[config.mk]
export PLATFORM = sky130hd
export DESIGN_NAME = rx_pixel_unpacker
export DESIGN_NICKNAME = d
export VERILOG_FILES = /design/src/rtl/rx_pixel_unpacker.sv
export SDC_FILE = /design/constraint.sdc
export NUM_CORES = 1
export LEC_CHECK = 0
export BUFFER_PORTS_ARGS = -buffer_cell sky130_fd_sc_hd__buf_2
export CORE_MARGIN = 1
export CORE_UTILIZATION = 45
export CTS_BUF_LIST = sky130_fd_sc_hd__clkbuf_8
export CTS_CLUSTER_DIAMETER = 50
export CTS_CLUSTER_SIZE = 8
export DETAILED_ROUTE_END_ITERATION = 8
export SYNTH_ARGS = -nofsm -noshare
export SYNTH_HDL_FRONTEND = slang
export SYNTH_SLANG_ARGS = --single-unit
export TNS_END_PERCENT = 30
[constraint.sdc]
create_clock -name clk -period 5.81 [get_ports clk]
set_input_delay 1.162 -clock clk [delete_from_list [all_inputs] [get_ports clk]]
set_output_delay 1.162 -clock clk [all_outputs]
set_load 0.01 [all_outputs]
[src/rtl/rx_pixel_unpacker.sv]
// Unpacks 4-pixels-per-3-words RGB444 packets into a tagged pixel stream.
// Headers are validated, stalled payloads time out, and the pixel FIFO flags overflow.
//   state      | meaning
//   ST_HEADER  | waiting for a header word with the right magic and line number
//   ST_PAYLOAD | unpacking payload words of the accepted line
module rx_pixel_unpacker #(
  parameter int         LINE_PIXELS = 256,
  parameter int         MAX_LINES   = 240,
  parameter logic [7:0] MAGIC       = 8'hA5,
  parameter int         TIMEOUT     = 1024,
  parameter int         FIFO_DEPTH  = 4
) (
  input  logic        clk,
  input  logic        rst,
  input  logic        axiiv,
  input  logic [15:0] axiid,
  output logic        axiov,
  output logic [11:0] axiod,
  output logic [7:0]  line_y,
  output logic [7:0]  pixel_x,
  output logic        line_done,
  output logic        err_timeout,
  output logic        err_overflow
);

  localparam int WORDS = 3 * LINE_PIXELS / 4;
  localparam int WCW   = $clog2(WORDS);
  localparam int TCW   = $clog2(TIMEOUT + 1);
  localparam int CW    = $clog2(FIFO_DEPTH + 1);
  localparam int IW    = $clog2(FIFO_DEPTH + 3);
  localparam int EW    = 28;

  typedef enum logic {ST_HEADER, ST_PAYLOAD} state_t;

  state_t          r_state;
  logic [7:0]      r_line;
  logic [7:0]      r_x;
  logic [7:0]      r_residue;
  logic [1:0]      r_phase;
  logic [WCW-1:0]  r_word_cnt;
  logic [TCW-1:0]  r_tmo;
  logic [EW-1:0]   r_mem [FIFO_DEPTH];
  logic [CW-1:0]   r_count;

  logic            w_hdr_ok;
  logic            w_pay_word;
  logic            w_last_word;
  logic            w_tmo_hit;
  logic [1:0]      w_n_push;
  logic [EW-1:0]   w_push0;
  logic [EW-1:0]   w_push1;
  logic [IW-1:0]   w_idx0;
  logic [IW-1:0]   w_idx1;
  logic [IW-1:0]   w_total;
  logic [EW-1:0]   w_cat [FIFO_DEPTH+1];

  assign w_hdr_ok    = axiiv && (axiid[15:8] == MAGIC) && ({1'b0, axiid[7:0]} < 9'(MAX_LINES));
  assign w_pay_word  = (r_state == ST_PAYLOAD) && axiiv;
  assign w_last_word = (r_word_cnt == WCW'(WORDS - 1));
  assign w_tmo_hit   = (r_state == ST_PAYLOAD) && !axiiv && (r_tmo == TCW'(TIMEOUT - 1));

  // Entry layout: {pixel[11:0], x[7:0], y[7:0]}
  always_comb begin
    w_n_push = 2'd0;
    w_push0  = '0;
    w_push1  = '0;
    if (w_pay_word) begin
      case (r_phase)
        2'd0: begin
          w_n_push = 2'd1;
          w_push0  = {axiid[15:4], r_x, r_line};
        end
        2'd1: begin
          w_n_push = 2'd1;
          w_push0  = {r_residue[3:0], axiid[15:8], r_x, r_line};
        end
        default: begin
          w_n_push = 2'd2;
          w_push0  = {r_residue, axiid[15:12], r_x, r_line};
          w_push1  = {axiid[11:0], r_x + 8'd1, r_line};
        end
      endcase
    end
  end

  // Queued entries followed by this cycle's pushes; the head goes straight to the outputs.
  always_comb begin
    w_idx0  = IW'(r_count);
    w_idx1  = w_idx0 + IW'(1);
    w_total = IW'(r_count) + IW'(w_n_push);
    for (int i = 0; i < FIFO_DEPTH + 1; i++) w_cat[i] = '0;
    for (int i = 0; i < FIFO_DEPTH; i++) begin
      if (CW'(i) < r_count) w_cat[i] = r_mem[i];
    end
    if (w_n_push != 2'd0) w_cat[w_idx0] = w_push0;
    if (w_n_push == 2'd2 && w_idx1 <= IW'(FIFO_DEPTH)) w_cat[w_idx1] = w_push1;
  end

  always_ff @(posedge clk) begin
    if (rst) begin
      r_state      <= ST_HEADER;
      r_line       <= '0;
      r_x          <= '0;
      r_residue    <= '0;
      r_phase      <= '0;
      r_word_cnt   <= '0;
      r_tmo        <= '0;
      r_count      <= '0;
      for (int i = 0; i < FIFO_DEPTH; i++) r_mem[i] <= '0;
      axiov        <= 1'b0;
      axiod        <= '0;
      line_y       <= '0;
      pixel_x      <= '0;
      line_done    <= 1'b0;
      err_timeout  <= 1'b0;
      err_overflow <= 1'b0;
    end else begin
      err_timeout <= 1'b0;
      case (r_state)
        ST_HEADER: begin
          if (w_hdr_ok) begin
            r_line     <= axiid[7:0];
            r_word_cnt <= '0;
            r_phase    <= '0;
            r_x        <= '0;
            r_tmo      <= '0;
            r_state    <= ST_PAYLOAD;
          end
        end
        default: begin
          if (axiiv) begin
            r_tmo      <= '0;
            r_word_cnt <= r_word_cnt + WCW'(1);
            r_phase    <= (r_phase == 2'd2) ? 2'd0 : r_phase + 2'd1;
            r_residue  <= (r_phase == 2'd0) ? {4'h0, axiid[3:0]} : axiid[7:0];
            r_x        <= r_x + 8'(w_n_push);
            if (w_last_word) r_state <= ST_HEADER;
          end else if (w_tmo_hit) begin
            r_tmo       <= '0;
            err_timeout <= 1'b1;
            r_state     <= ST_HEADER;
          end else begin
            r_tmo <= r_tmo + TCW'(1);
          end
        end
      endcase

      if (w_total != '0) begin
        axiov                    <= 1'b1;
        {axiod, pixel_x, line_y} <= w_cat[0];
        line_done                <= (w_cat[0][15:8] == 8'(LINE_PIXELS - 1));
        for (int i = 0; i < FIFO_DEPTH; i++) r_mem[i] <= w_cat[i+1];
        if (w_total > IW'(FIFO_DEPTH + 1)) begin
          r_count      <= CW'(FIFO_DEPTH);
          err_overflow <= 1'b1;
        end else begin
          r_count <= CW'(w_total - IW'(1));
        end
      end else begin
        axiov     <= 1'b0;
        line_done <= 1'b0;
      end
    end
  end

endmodule

# Yosys cells after proc, flatten, opt, wreduce, memory -nomap -nowiden
# Memories as Yosys holds them, arrays and structs flattened.
# Cells that the tools add are included.
totals:
  mem_count: 1
  ram_bits: 112
  regBits: 81
op_classes:
  reduce_logical: 20
  magnitude_cmp: 11
  bitwise_logic: 8
  add_sub_neg: 8
  eq_ne: 8
  n_mux: 48
memory_table:
  columns: ["name", "depth", "width", "read_ports", "rd_clocked_by_memory_dff", "wr", "line", "source"]
  rows:
  - ["r_mem", 4, 28, 4, 0, 4, "42", "logic [EW-1:0] r_mem [FIFO_DEPTH];"]
op_table:
  columns: ["operator", "n"]
  rows:
  - ["$mux 28", 13]
  - ["$bwmux 140", 2]
  - ["$mux 140", 2]
  - ["$demux 28 s3", 2]
  - ["$pmux 28 s2", 1]
  - ["$mux 8", 6]
  - ["$mux 11", 4]
  - ["$eq 8x8->1 const B", 3]
  - ["$add 8x1->8 const B", 2]
  - ["$mux 2", 6]
  - ["$add 11x1->11 const B", 1]
  - ["$eq 11x10->1 const B", 1]
  - ["$mux 1", 11]
  - ["$add 8x2->8", 1]
  - ["$ge 4x4->1 const B", 2]
  - ["$logic_and 1x1->1", 8]
  - ["$lt 4x1->1 const B", 2]
  - ["$lt 8x8->1 const B", 1]
  - ["$not 3->4", 2]
  - ["$reduce_and 2->1", 4]
  - ["$lt 1x3->1 const A", 2]
  - ["$lt 2x3->1 const A", 2]
  - ["$eq 2x2->1 const B", 2]
  - ["$or 1x1->1", 4]
  - ["other kinds (16)", 19]

# Depth between registers and ports, before layout
logic_depth:
  depth_word: 10
  depth_mapped: 14

# Least setup slack after synthesis
# Ideal clock, no wire load.
synth_path:
  path_kind: "input -> register"
  from: "in axiiv"
  to: "mem r_mem[0][0] (enable)"
  cell_stages: 12
  n_path_buf: 3
  path_slack_ns: 0.122
  arrival_time_ns: 5.223
  setup_ns: 0.465
  cell_sequence: "buf_6 -> nand2_1 -> clkbuf_1 -> nor2_1 -> ha_1 -> inv_1 -> fa_1 -> ha_1 -> nand2_1 -> nor2_1 -> clkbuf_1 -> inv_1"
synth_rtl:
  columns: ["element", "line", "source"]
  rows:
  - ["from (decl)", "15", "input logic axiiv,"]
  - ["to (decl)", "42", null]

==> results.tsv <==
stage	metric	value	unit
worst_hold_path	hold wc startpoint	axiod[8]	
finish	Total Nets Final	1060	
drt	DR WL met2	10700	um
clock_network	CTS Buf Count	17	
die	core area	0.0219	mm^2
drt	Via density	6.07	
timing	Setup TNS Final	0	ns
synth	area leader, netlist	edfxtp_1	
finish	proportion of layout cells with a drive suffix above 1	11.0	%
synth	FF+latch count, synth	193	
drt	Residual DRC	0	
timing	final hold viol count	0	
synth	Synth Area in Adders	1.76	%
worst_setup_path	Setup crit start kind	input pin	
place	hpwl dp	17100	um
drt	metal3 WL	1410	um
synth	Yosys top cell area share	33.4	%
timing	Slew Viols, Final	0	
synth	Post-synth ARST share	0	%
synth	largest family of logic cells by synthesized area	compound AO/OA/AOI/OAI gates	
drt	WL final	25300	um
global_route	first-pass GRT wire length	40700	um
timing	min Tclk post-route	4.08	ns
synth	Post-synth EDFFs	112	
global_route	Remaining Overflow, GRT	0	
synth	mux contribution to synthesized area	2.38	%
synth	post-synthesis simple-gate area fraction	17.1	%
clock_network	CTS tree	yes	
run	maxcap violations	0	
synth	Syn Inst Count	1051	
die	Row Count	54	
power_and_ir_drop	Comb pwr share	26.9	%
finish	commonest cells after routing, fill and taps aside	nor2_1 (117), edfxtp_1 (112), nand2_1 (87), a211oi_1 (81), dfxtp_1 (81)	
clock_network	CTS Root Cell	clkbuf_8	
power_and_ir_drop	VDD IR-drop max	0.222	mV
die	die height	152	um
worst_setup_path	critical path arrival	4.30	ns
power_and_ir_drop	P_sw	1400	uW
finish	# diodes	0	
clock_network	post_cts resized	0	
timing	clk_skew	0.0158	ns
worst_setup_path	Crit Path Category	in2reg	
place	IO Port Bufs	50	
synth	Synth cell types	62	
clock_network	CTS sink count	193	
die	Die Area	0.0230	mm^2
worst_setup_path	CP endpoint kind	register	
synth	Compound-Gate Fraction of Synth Area	23.4	%
worst_setup_path	Crit. Startpoint	axiiv	
power_and_ir_drop	Int Power	2440	uW
timing	final setup fails	0	
clock_network	Post-CTS Hold Fix Bufs	0	
clock_network	clk_lat worst skew	0.48	ns
global_route	number of antenna violations at the first check in global routing	0	
timing	Tcrit/Tclk final	70.2	%
synth	main area contributors after synthesis	edfxtp_1 (33%), dfxtp_1 (16%), a211oi_1 (6.0%), nor2_1 (4.4%), a221oi_1 (3.9%)	
worst_setup_path	Critical Path RT	6.03	ns
drt	via count	8017	
clock_network	post-CTS setup buffer count	0	
synth	syn avg cell area	9.59	um^2
run_status	status	finished clean	
global_route	vias in the first global route	7189	
worst_setup_path	reg2reg start	r_state	
drt	Pre-antenna DRT Iters	5	
synth	post-synthesis xor/xnor area fraction	0.869	%
worst_hold_path	Hold WC Path Type	reg2reg	
power_and_ir_drop	sequential power share	50.8	%
timing	hold_ws	0.457	ns
drt	Iter 0 DRT Violations	683	
synth	Cell Area, Synth	0.0101	mm^2
clock_network	H-tree lvl count	4	
synth	Most used DFF post-synth	edfxtp_1	
synth	Ys Warns	0	
drt	mean routed wirelength per cell	19.1	um
worst_setup_path	CP Max Fanout	62	
finish	Area Growth Syn to Fin	6.51	%
drt	Antenna Violating Nets Remaining	0	
clock_network	clk slew on worst S/H paths	0.11	ns
power_and_ir_drop	Clock Power Share	22.4	%
timing	Slew HR	22.5	%
timing	measured slew at the worst slew-check pin	1.15	ns
timing	Achievable Freq	245	MHz
global_route	largest net degree at the start of global routing	63	
synth	sequential-to-total area share from yosys stat	49.4	%
synth	Mapped Nets	1083	
die	Starting Density	46.1	%
finish	leading cell type in the layout, fill and taps excluded	nor2_1	
drt	wire length on met1	12700	um
global_route	GRT Total Usage	23.0	%
clock_network	CTS Buffer Depth	2	
power_and_ir_drop	P_leak	0.00377	uW
timing	RSZ-0062 raised after global routing	no	
die	Die Wd	152	um
power_and_ir_drop	PD cells	357	mW/mm^2
place	GPL Wtd Cong	0.831	
power_and_ir_drop	Sw Share	36.4	%
drt	top layer in use	met4	
die	Top Ports	51	
## cell usage after synthesis, drive strengths merged (15+ instances only)
cell and instances:
mux2i 24, and3 24, a211oi 81, o21ai 39, dfxtp 81, a31oi 19
clkbuf 58, nor2 120, a221oi 45, nand3 46, a21o 15, a21oi 67
nand2 87, a32oi 19, buf 46, edfxtp 112, a22oi 22
## area by class of cell
type / count / area, um^2
timing repair buffer: 62 / 353
clock buffer: 17 / 234
fill: 2078 / 11200
sequential: 193 / 4980
tap: 280 / 350
multi-input combinational: 740 / 4620
inverter: 14 / 55.1
clock inverter: 15 / 143
## registers in the layout, indices dropped and copies added (netlist names)
signal,flops
r_residue,8
r_line,8
err_timeout,1
err_overflow,1
r_state,1
axiod,12
r_word_cnt,8
axiov,1
r_phase,2
r_count,3
r_tmo,11
pixel_x,8
line_done,1
r_mem,112
r_x,8
line_y,8
## stage by stage
stage          util, %  instance area [um^2]  setup WS, ns  cells  power [uW]
2_1_floorplan        -                 10100         0.122   1051        2750
3_3_place_gp      47.3                 10400          1.34   1289        2990
3_5_place_dp      47.3                 10400          1.26   1289        3010
4_1_cts           49.1                 10700          1.79   1321        3850
5_1_grt           49.1                 10700          1.44   1321        4060
6_report          49.1                 10700          1.73   1321        3840
## worst max-delay path, cell delays in order
cell      delay, ns
buf_2          0.21
nand2_1        0.07
buf_4          0.24
nor2_1         0.20
ha_1           0.18
inv_1          0.05
fa_1           0.55
ha_1           0.25
nand2_1        0.15
nand2b_4       0.58
buf_4          0.50
nor3_1         0.12
## power by group through the flow
stage               clock network, uW  logic (uW)  registers (uW)
finish                            858        1030            1950
global route                      936        1140            1980
detailed placement                  0        1030            1980
CTS                               875        1030            1950
floorplan                           0         772            1980
global placement                    0        1020            1970
## worst paths after layout
path                  to  slack (ns)  cells past startpoint
max reg2reg  r_mem[1][8]        2.05                     11
max          r_mem[1][8]        1.73                     12
min reg2reg     axiod[8]        0.46                      1
min             axiod[8]        0.46                      1
## cell families (layout without fill, tap and decap cells)
| logic type | after synthesis | after routing |
|---|---|---|
| AND/OR/NAND/NOR | 356 | 356 |
| multiplexers | 24 | 24 |
| buffers and inverters | 118 | 108 |
| AO/OA/AOI/OAI | 337 | 337 |
| flip-flops | 193 | 193 |
| adder cells (fa/ha/maj) | 13 | 13 |
| XOR/XNOR | 10 | 10 |
## layer usage
layer / up-vias / GRT usage [%]
met3: 25 / 3.68
met1: 3814 / 35.7
li1: 3939 / -
met4: 0 / 7.43
met2: 239 / 32.3
met5: - / 0
Note: power is estimated with default switching activity, not from simulation.
